--- config.mk ---
export PLATFORM = sky130hd
export DESIGN_NAME = dmem_responder
export DESIGN_NICKNAME = d
export VERILOG_FILES = /design/src/rtl/dmem_responder.sv
export SDC_FILE = /design/constraint.sdc
export NUM_CORES = 2
export LEC_CHECK = 0
export BUFFER_PORTS_ARGS = -buffer_cell sky130_fd_sc_hd__buf_2
export CAP_MARGIN = 20
export CORE_MARGIN = 2
export CORE_UTILIZATION = 30
export CTS_CLUSTER_SIZE = 30
export DETAILED_ROUTE_END_ITERATION = 16
export HOLD_SLACK_MARGIN = 0.15
export SYNTH_ARGS = -nofsm -noshare
export SYNTH_HDL_FRONTEND = slang
export SYNTH_SLANG_ARGS = --single-unit
--- constraint.sdc ---
create_clock -name clk -period 5.2 [get_ports clk]
set_clock_uncertainty 0.2 [all_clocks]
set_input_delay 0.52 -clock clk [delete_from_list [all_inputs] [get_ports clk]]
set_output_delay 0.52 -clock clk [all_outputs]
set_load 0.1 [all_outputs]
--- src/rtl/dmem_responder.sv ---
// Multi-cycle data-memory responder with valid/ready request and response.
// Optional DMEM_ALIGN_CHECK_EN: misaligned addresses fault instead of wrapping.
module dmem_responder #(
   parameter int DEPTH   = 64,
   parameter int LATENCY = 2
) (
   input  logic        clk,
   input  logic        rst_n,
   input  logic        req_valid,
   output logic        req_ready,
   input  logic        req_we,
   input  logic [31:0] req_addr,
   input  logic [31:0] req_wdata,
   input  logic [3:0]  req_be,
   output logic        resp_valid,
   input  logic        resp_ready,
   output logic [31:0] resp_rdata,
   output logic        resp_err
);

   localparam int IW = $clog2(DEPTH);
   localparam logic [3:0] CNT_INIT =
      (LATENCY > 0) ? 4'(LATENCY - 1) : 4'd0;

   typedef enum logic [1:0] {IDLE, WAIT, RESP} state_t;

   state_t      state, state_n;
   logic [3:0]  cnt;
   logic        started;
   logic        we_q;
   logic [31:0] addr_q;
   logic [31:0] wdata_q;
   logic [3:0]  be_q;
   logic [31:0] mem [DEPTH];

   logic          accept;
   logic          enter_resp;
   logic          op_we;
   logic          op_err;
   logic [31:0]   op_addr;
   logic [31:0]   op_wdata;
   logic [3:0]    op_be;
   logic [IW-1:0] op_idx;

   assign accept = req_valid && req_ready;

   // With zero wait states the access happens on the acceptance edge itself
   assign op_we    = (state == IDLE) ? req_we    : we_q;
   assign op_addr  = (state == IDLE) ? req_addr  : addr_q;
   assign op_wdata = (state == IDLE) ? req_wdata : wdata_q;
   assign op_be    = (state == IDLE) ? req_be    : be_q;
   assign op_idx   = op_addr[IW+1:2];

`ifdef DMEM_ALIGN_CHECK_EN
   assign op_err = (|op_addr[31:IW+2]) || (|op_addr[1:0]);
`else
   logic unused_lo;
   assign unused_lo = ^op_addr[1:0];
   assign op_err    = |op_addr[31:IW+2];
`endif

   assign enter_resp = (state != RESP) && (state_n == RESP);

   always_ff @(posedge clk or negedge rst_n) begin
      if (!rst_n) begin
         state   <= IDLE;
         started <= 1'b0;
      end else begin
         state   <= state_n;
         started <= 1'b1;
      end
   end

   always_comb begin
      state_n = state;
      unique case (state)
         IDLE: if (accept)
                  state_n = (LATENCY == 0) ? RESP : WAIT;
         WAIT: if (cnt == 4'd0)
                  state_n = RESP;
         RESP: if (resp_ready)
                  state_n = IDLE;
         default: state_n = IDLE;
      endcase
   end

   always_comb begin
      req_ready  = started && (state == IDLE);
      resp_valid = (state == RESP);
   end

   always_ff @(posedge clk or negedge rst_n) begin
      if (!rst_n) begin
         cnt        <= 4'd0;
         we_q       <= 1'b0;
         addr_q     <= 32'd0;
         wdata_q    <= 32'd0;
         be_q       <= 4'd0;
         resp_rdata <= 32'd0;
         resp_err   <= 1'b0;
      end else begin
         if (accept) begin
            we_q    <= req_we;
            addr_q  <= req_addr;
            wdata_q <= req_wdata;
            be_q    <= req_be;
            cnt     <= CNT_INIT;
         end else if (state == WAIT && cnt != 4'd0) begin
            cnt <= cnt - 4'd1;
         end
         if (enter_resp) begin
            resp_err   <= op_err;
            resp_rdata <= (!op_err && !op_we) ? mem[op_idx] : 32'd0;
         end else if (resp_valid && resp_ready) begin
            resp_err   <= 1'b0;
            resp_rdata <= 32'd0;
         end
      end
   end

   // Storage is deliberately not reset
   always_ff @(posedge clk) begin
      if (enter_resp && op_we && !op_err) begin
         for (int i = 0; i < 4; i++) begin
            if (op_be[i])
               mem[op_idx][8*i +: 8] <= op_wdata[8*i +: 8];
         end
      end
   end

endmodule
# Word level (Yosys, flattened, before mapping)
# Memory sizes are Yosys's and may differ from the RTL's.
# Index checks and enable logic that the tools add are counted.
[op_classes]
mux = 27
n_eq_ne = 4
reduce_logical = 16
add_sub_neg = 1
[op_table]
columns = ["op", "count"]
rows = [
  ["32-bit 2-to-1 mux", 5],
  ["24-bit OR reduction", 1],
  ["1-bit 2-to-1 mux", 15],
  ["4-bit 2-to-1 mux", 3],
  ["1-bit logical AND", 8],
  ["2-bit 2-to-1 mux", 3],
  ["2-bit one-hot mux with 3 select lines", 1],
  ["2-bit equality test (second input constant)", 2],
  ["4-bit zero test", 1],
  ["2-bit nonzero test", 2],
  ["4-bit nonzero test", 1],
  ["4-bit by 1-bit subtractor with 4-bit output (second input constant)", 1],
  ["2-bit by 1-bit equality test with 1-bit output (second input constant)", 1],
  ["1-bit zero test", 2],
  ["2-bit zero test", 1],
  ["2-bit inequality test (second input constant)", 1],
]
[word_totals]
in_bits = 73
regBits = 109
mem_bits_rw = 2048
output_inout_bits = 35
memories = 1
[mem_list]
columns = ["memory", "depth", "word_bits", "read_ports", "rd_ports_with_merged_regs", "write_ports", "line", "text"]
rows = [
  ["mem", 64, 32, 1, 0, 1, "34", "logic [31:0] mem [DEPTH];"],
]

# Longest topological paths before layout
[logic_depth]
depth_word = 11
ltp_mapped = 13
ltp_nobuf = 9

# Worst setup path before layout
# No wires, ideal clock.
[synth_path]
path_type = "input to register"
from = "in req_addr[4]"
to = "mem mem[21][0] (enable)"
path_buffers = 7
arrival_time_ns = 2.904
path_stages = 11
path_slack_ns = 1.712
setup_time_ns = 0.383
cell_sequence = "clkbuf_1 -> nor3b_1 -> nand2_1 -> and2_1 -> buf_2 -> buf_4 -> buf_2 -> buf_2 -> buf_2 -> buf_1 -> nor3_1"
[synth_via]
elab_chain_cells = 1
[synth_rtl]
columns = ["element", "line", "text"]
rows = [
  ["start: declaration", "12", "input logic [31:0] req_addr,"],
  ["32-bit 2-to-1 mux", "49", "assign op_addr = (state == IDLE) ? req_addr : addr_q;"],
  ["end: declaration", "34", ""],
]
# Every way passes these cells.

# Worst setup path in the final report
[layout_path]
from = "reg state[1]"
to = "reg resp_rdata[8]"
[layout_via]
elab_chain_cells = 8
elab_cells_between_ends = 23
[layout_rtl]
columns = ["element", "line", "text"]
rows = [
  ["start: declaration", "27", "state_t state, state_n;"],
  ["start signal: assignment", "69", "state <= state_n;"],
  ["parallel branches: the longest is 8 deep, another holds memory 64 x 32 bit", "n/a", ""],
  ["end signal: assignment", "113", "resp_rdata <= (!op_err && !op_we) ? mem[op_idx] : 32'd0;"],
  ["end: declaration", "17", "output logic [31:0] resp_rdata,"],
]
# Parallel ways; which one is timed is not known.
# A chain may end at the register's enable or synchronous reset.

==> impl_metrics.yaml <==
logic_synthesis:
  synth_cell_types: 69
  syn_inst: 5653
  synth_area_leaders: "edfxtp_1 (75%), nand2_1 (4.7%), o22ai_1 (3.6%)"
  synthFlopType: "edfxtp_1"
  synth_commonest_cells: "edfxtp_1 (2048), nand2_1 (1033), o22ai_1 (477)"
  synth_edf_count: 2048
  synth.top_cell.area_share: 0.751
  synth-seq-cells: 2155
  syn_nets: 5727
  syn_area_mm2: 0.0819
  postSynth.asyncResetShare: 0.0497
  yosys.cell_count.top_type: "edfxtp_1"
  ys_seq_area_frac: 0.783
  synth_warnings: 0
  syn_avg_cell_area_um2: 14.5
  synth_area_leader_cell: "edfxtp_1"
die:
  coreArea_mm2: 0.271
  io_pins: 108
  die_w_um: 527
  num_rows: 191
  start_util: 0.302
  dieArea_mm2: 0.277
  die_h_um: 527
timing:
  tightestPinTransition_ns: 1.05
  fin_crit_sh: 0.884
  setup_viol: 0
  timing.final.ws_setup_ns: 0.604
  fin_crit_ns: 4.60
  hold_viol_final: 0
  slew_violations: 0
  rsz0062_at_grt: "no"
  slew_headroom: 0.298
  fmax_mhz: 218
  finalSetupTns_ns: 0
setup_path:
  worst_ep_required_time_ns: 5.82
  slowest_stage: "nor2_8"
  cpPeakStageDelay_ns: 0.67
  crit_chain: "nor2_8, mux2_8, nand2_4, buf_4, o22ai_1, nor4_1, o22ai_1, nor4_1, buf_4, a22o_1"
  critPathMaxFanout: 29
  start_kind: "register"
  ff2ff_setup_slack_ns: 0.60
  crit_path_end_kind: "register"
  arrival_ns: 5.21
  criticalPathCategory: "register to register"
route:
  routed_via_density: 5.36
  drt-total-wl_um: 250000
  wl_per_cell_um: 25.4
  via_count: 52850
  drc: 0
  ant_nets: 0
  dr.pass1.iters: 6
  drtIter0Drc: 6640
global_routing:
  grt_pass1_vias: 51069
  met3_usage: 0.0366
  grt_busiest_layer: "met2"
  grt_use_met1: 0.241
  antenna_found_initial: 11
  grt_usage: 0.175
  use_met2: 0.279
  grt_max_degree: 71
  grt_pass1_wl_um: 361000
  grt_overflow: 0
worst_hold_path:
  hold_path_class: "primary input to register"
clock_network:
  cts-buffers-inserted: 211
  clockBufferDepth: 3
  htreeDepth: 4
  clock-sinks: 2155
  postCtsSetupBuffers: 0
  root_buffer: "clkbuf_16"
  clk_latency_ns: 0.87
  clkTransAtPathRegs_ns: 0.06
  cts_tree: "done"
final_layout:
  final_cells: 9852
  drive_gt1_frac: 0.159
  syn_to_final_growth_pct: 18.1
  fin_area_mm2: 0.0968
  layout.nets: 6167
run_status:
  outcome: "complete, no violations"
placed_design:
  dp_hpwl_um: 151000
  dp_slack_ns: 0.677
  io_buffers: 105
  dpl_cell_area_mm2: 0.0893
  place_inst: 9376
  place.gp.congestion: 0.830
power:
  leakagePower_nw: 31.7
  vdd_ir_drop_max_mv: 0.656
  power_per_cell_area_mw_per_mm2: 583
run:
  maxCapViolCount: 0
[cell families (layout without fill, tap and decap cells)]
kind of cell | after synthesis | after routing | share of synthesized area
AO/OA/AOI/OAI | 1034 | 1034 | 0.0796
XOR/XNOR | 2 | 2 | 0.000214
adder cells (fa/ha/maj) | 1 | 1 | 0.000153
buffers and inverters | 403 | 1026 | 0.0209
flip-flops | 2155 | 2155 | 0.783
multiplexers | 97 | 97 | 0.0131
other | 1 | 7 | 0.0000458
AND/OR/NAND/NOR | 1960 | 1960 | 0.103
[power by group]
part           switching [W]  internal [W]
Combinational         0.0143       0.00435
Clock                0.00666       0.00816
Sequential          0.000215        0.0227
[per-stage QoR]
stage / total power [W] / util / hold WS (ns)
after global routing: 0.0583 / 0.357 / 0.219
after detailed placement: 0.0416 / 0.329 / 0.280
after CTS: 0.0563 / 0.357 / 0.170
after floorplan: 0.0330 / - / 0.0244
after global placement: 0.0412 / 0.329 / 0.273
final: 0.0564 / 0.357 / 0.222
[path summary, 6_finish.rpt]
kind,startpoint,to,depth (start not counted)
max,state[1]$_DFF_PN0_,resp_rdata[8]$_DFFE_PN0P_,10
min,req_addr[8],addr_q[8]$_DFFE_PN0P_,3
max reg2reg,state[1]$_DFF_PN0_,resp_rdata[8]$_DFFE_PN0P_,10
min reg2reg,resp_rdata[1]$_DFFE_PN0P_,resp_rdata[1]$_DFFE_PN0P_,1
max in group asynchronous,rst_n,resp_rdata[21]$_DFFE_PN0P_,4
min in group asynchronous,rst_n,resp_rdata[7]$_DFFE_PN0P_,3
[metal layers]
layer	vias to the layer above	wire, um
li1	22661	-
met1	26869	101000
met2	2897	116000
met3	411	26400
met4	12	6720
met5	-	77
[state kept, by name, indices dropped and copies added (netlist names)]
register	cells
addr_q	30
wdata_q	32
mem	2048
be_q	4
we_q	1
resp_rdata	32
resp_err	1
state	2
started	1
cnt	4
[area by class of cell]
cell class / instances / area, um^2
Fill cell: 25472 / 174000
Sequential cell: 2155 / 64200
Multi-Input combinational cell: 3095 / 16300
Clock buffer: 265 / 5550
Timing Repair Buffer: 623 / 5040
Tap cell: 3570 / 4470
Clock inverter: 131 / 1170
Inverter: 7 / 26.3
Antenna cell: 6 / 15.0
[cell usage in the layout (no fill, tap or decap), types with 6 or more instances in the layout]
cell type,count
edfxtp_1,2048
nand2_1,992
o22ai_1,477
buf_4,414
nor3_1,298
a31oi_1,288
nand3_1,266
nor2_1,235
clkbuf_16,211
a21oi_1,167
dfrtp_1,107
buf_2,104
mux2_2,73
nor4_1,71
dlygate4sd3_1,70
clkinv_1,52
clkbuf_1,47
clkinv_2,45
nand2_2,38
a32o_1,32
buf_12,32
mux2i_1,18
and3_1,12
a22oi_1,12
bufinv_16,11
a21boi_0,8
o221ai_1,8
clkinv_16,8
inv_1,7
clkbuf_8,7
diode_2,6
a211oi_1,6
or4_1,6
clkinvlp_4,6
[worst max-delay path, delay by kind of cell (launching register included)]
family	cells	cell delay, ns
AND/OR/NAND/NOR	4	2.20
flip-flops	1	0.61
multiplexers	1	0.61
AO/OA/AOI/OAI	3	0.45
buffers and inverters	2	0.44
[repair_timing]
item / 4_1_cts / 5_1_grt
resized for setup: 0 / 0
hold buffers: 71 / 0
setup endpoints to repair: 0 / 0
hold endpoints to repair: 203 / 0
Note: power is estimated with default switching activity, not from simulation.
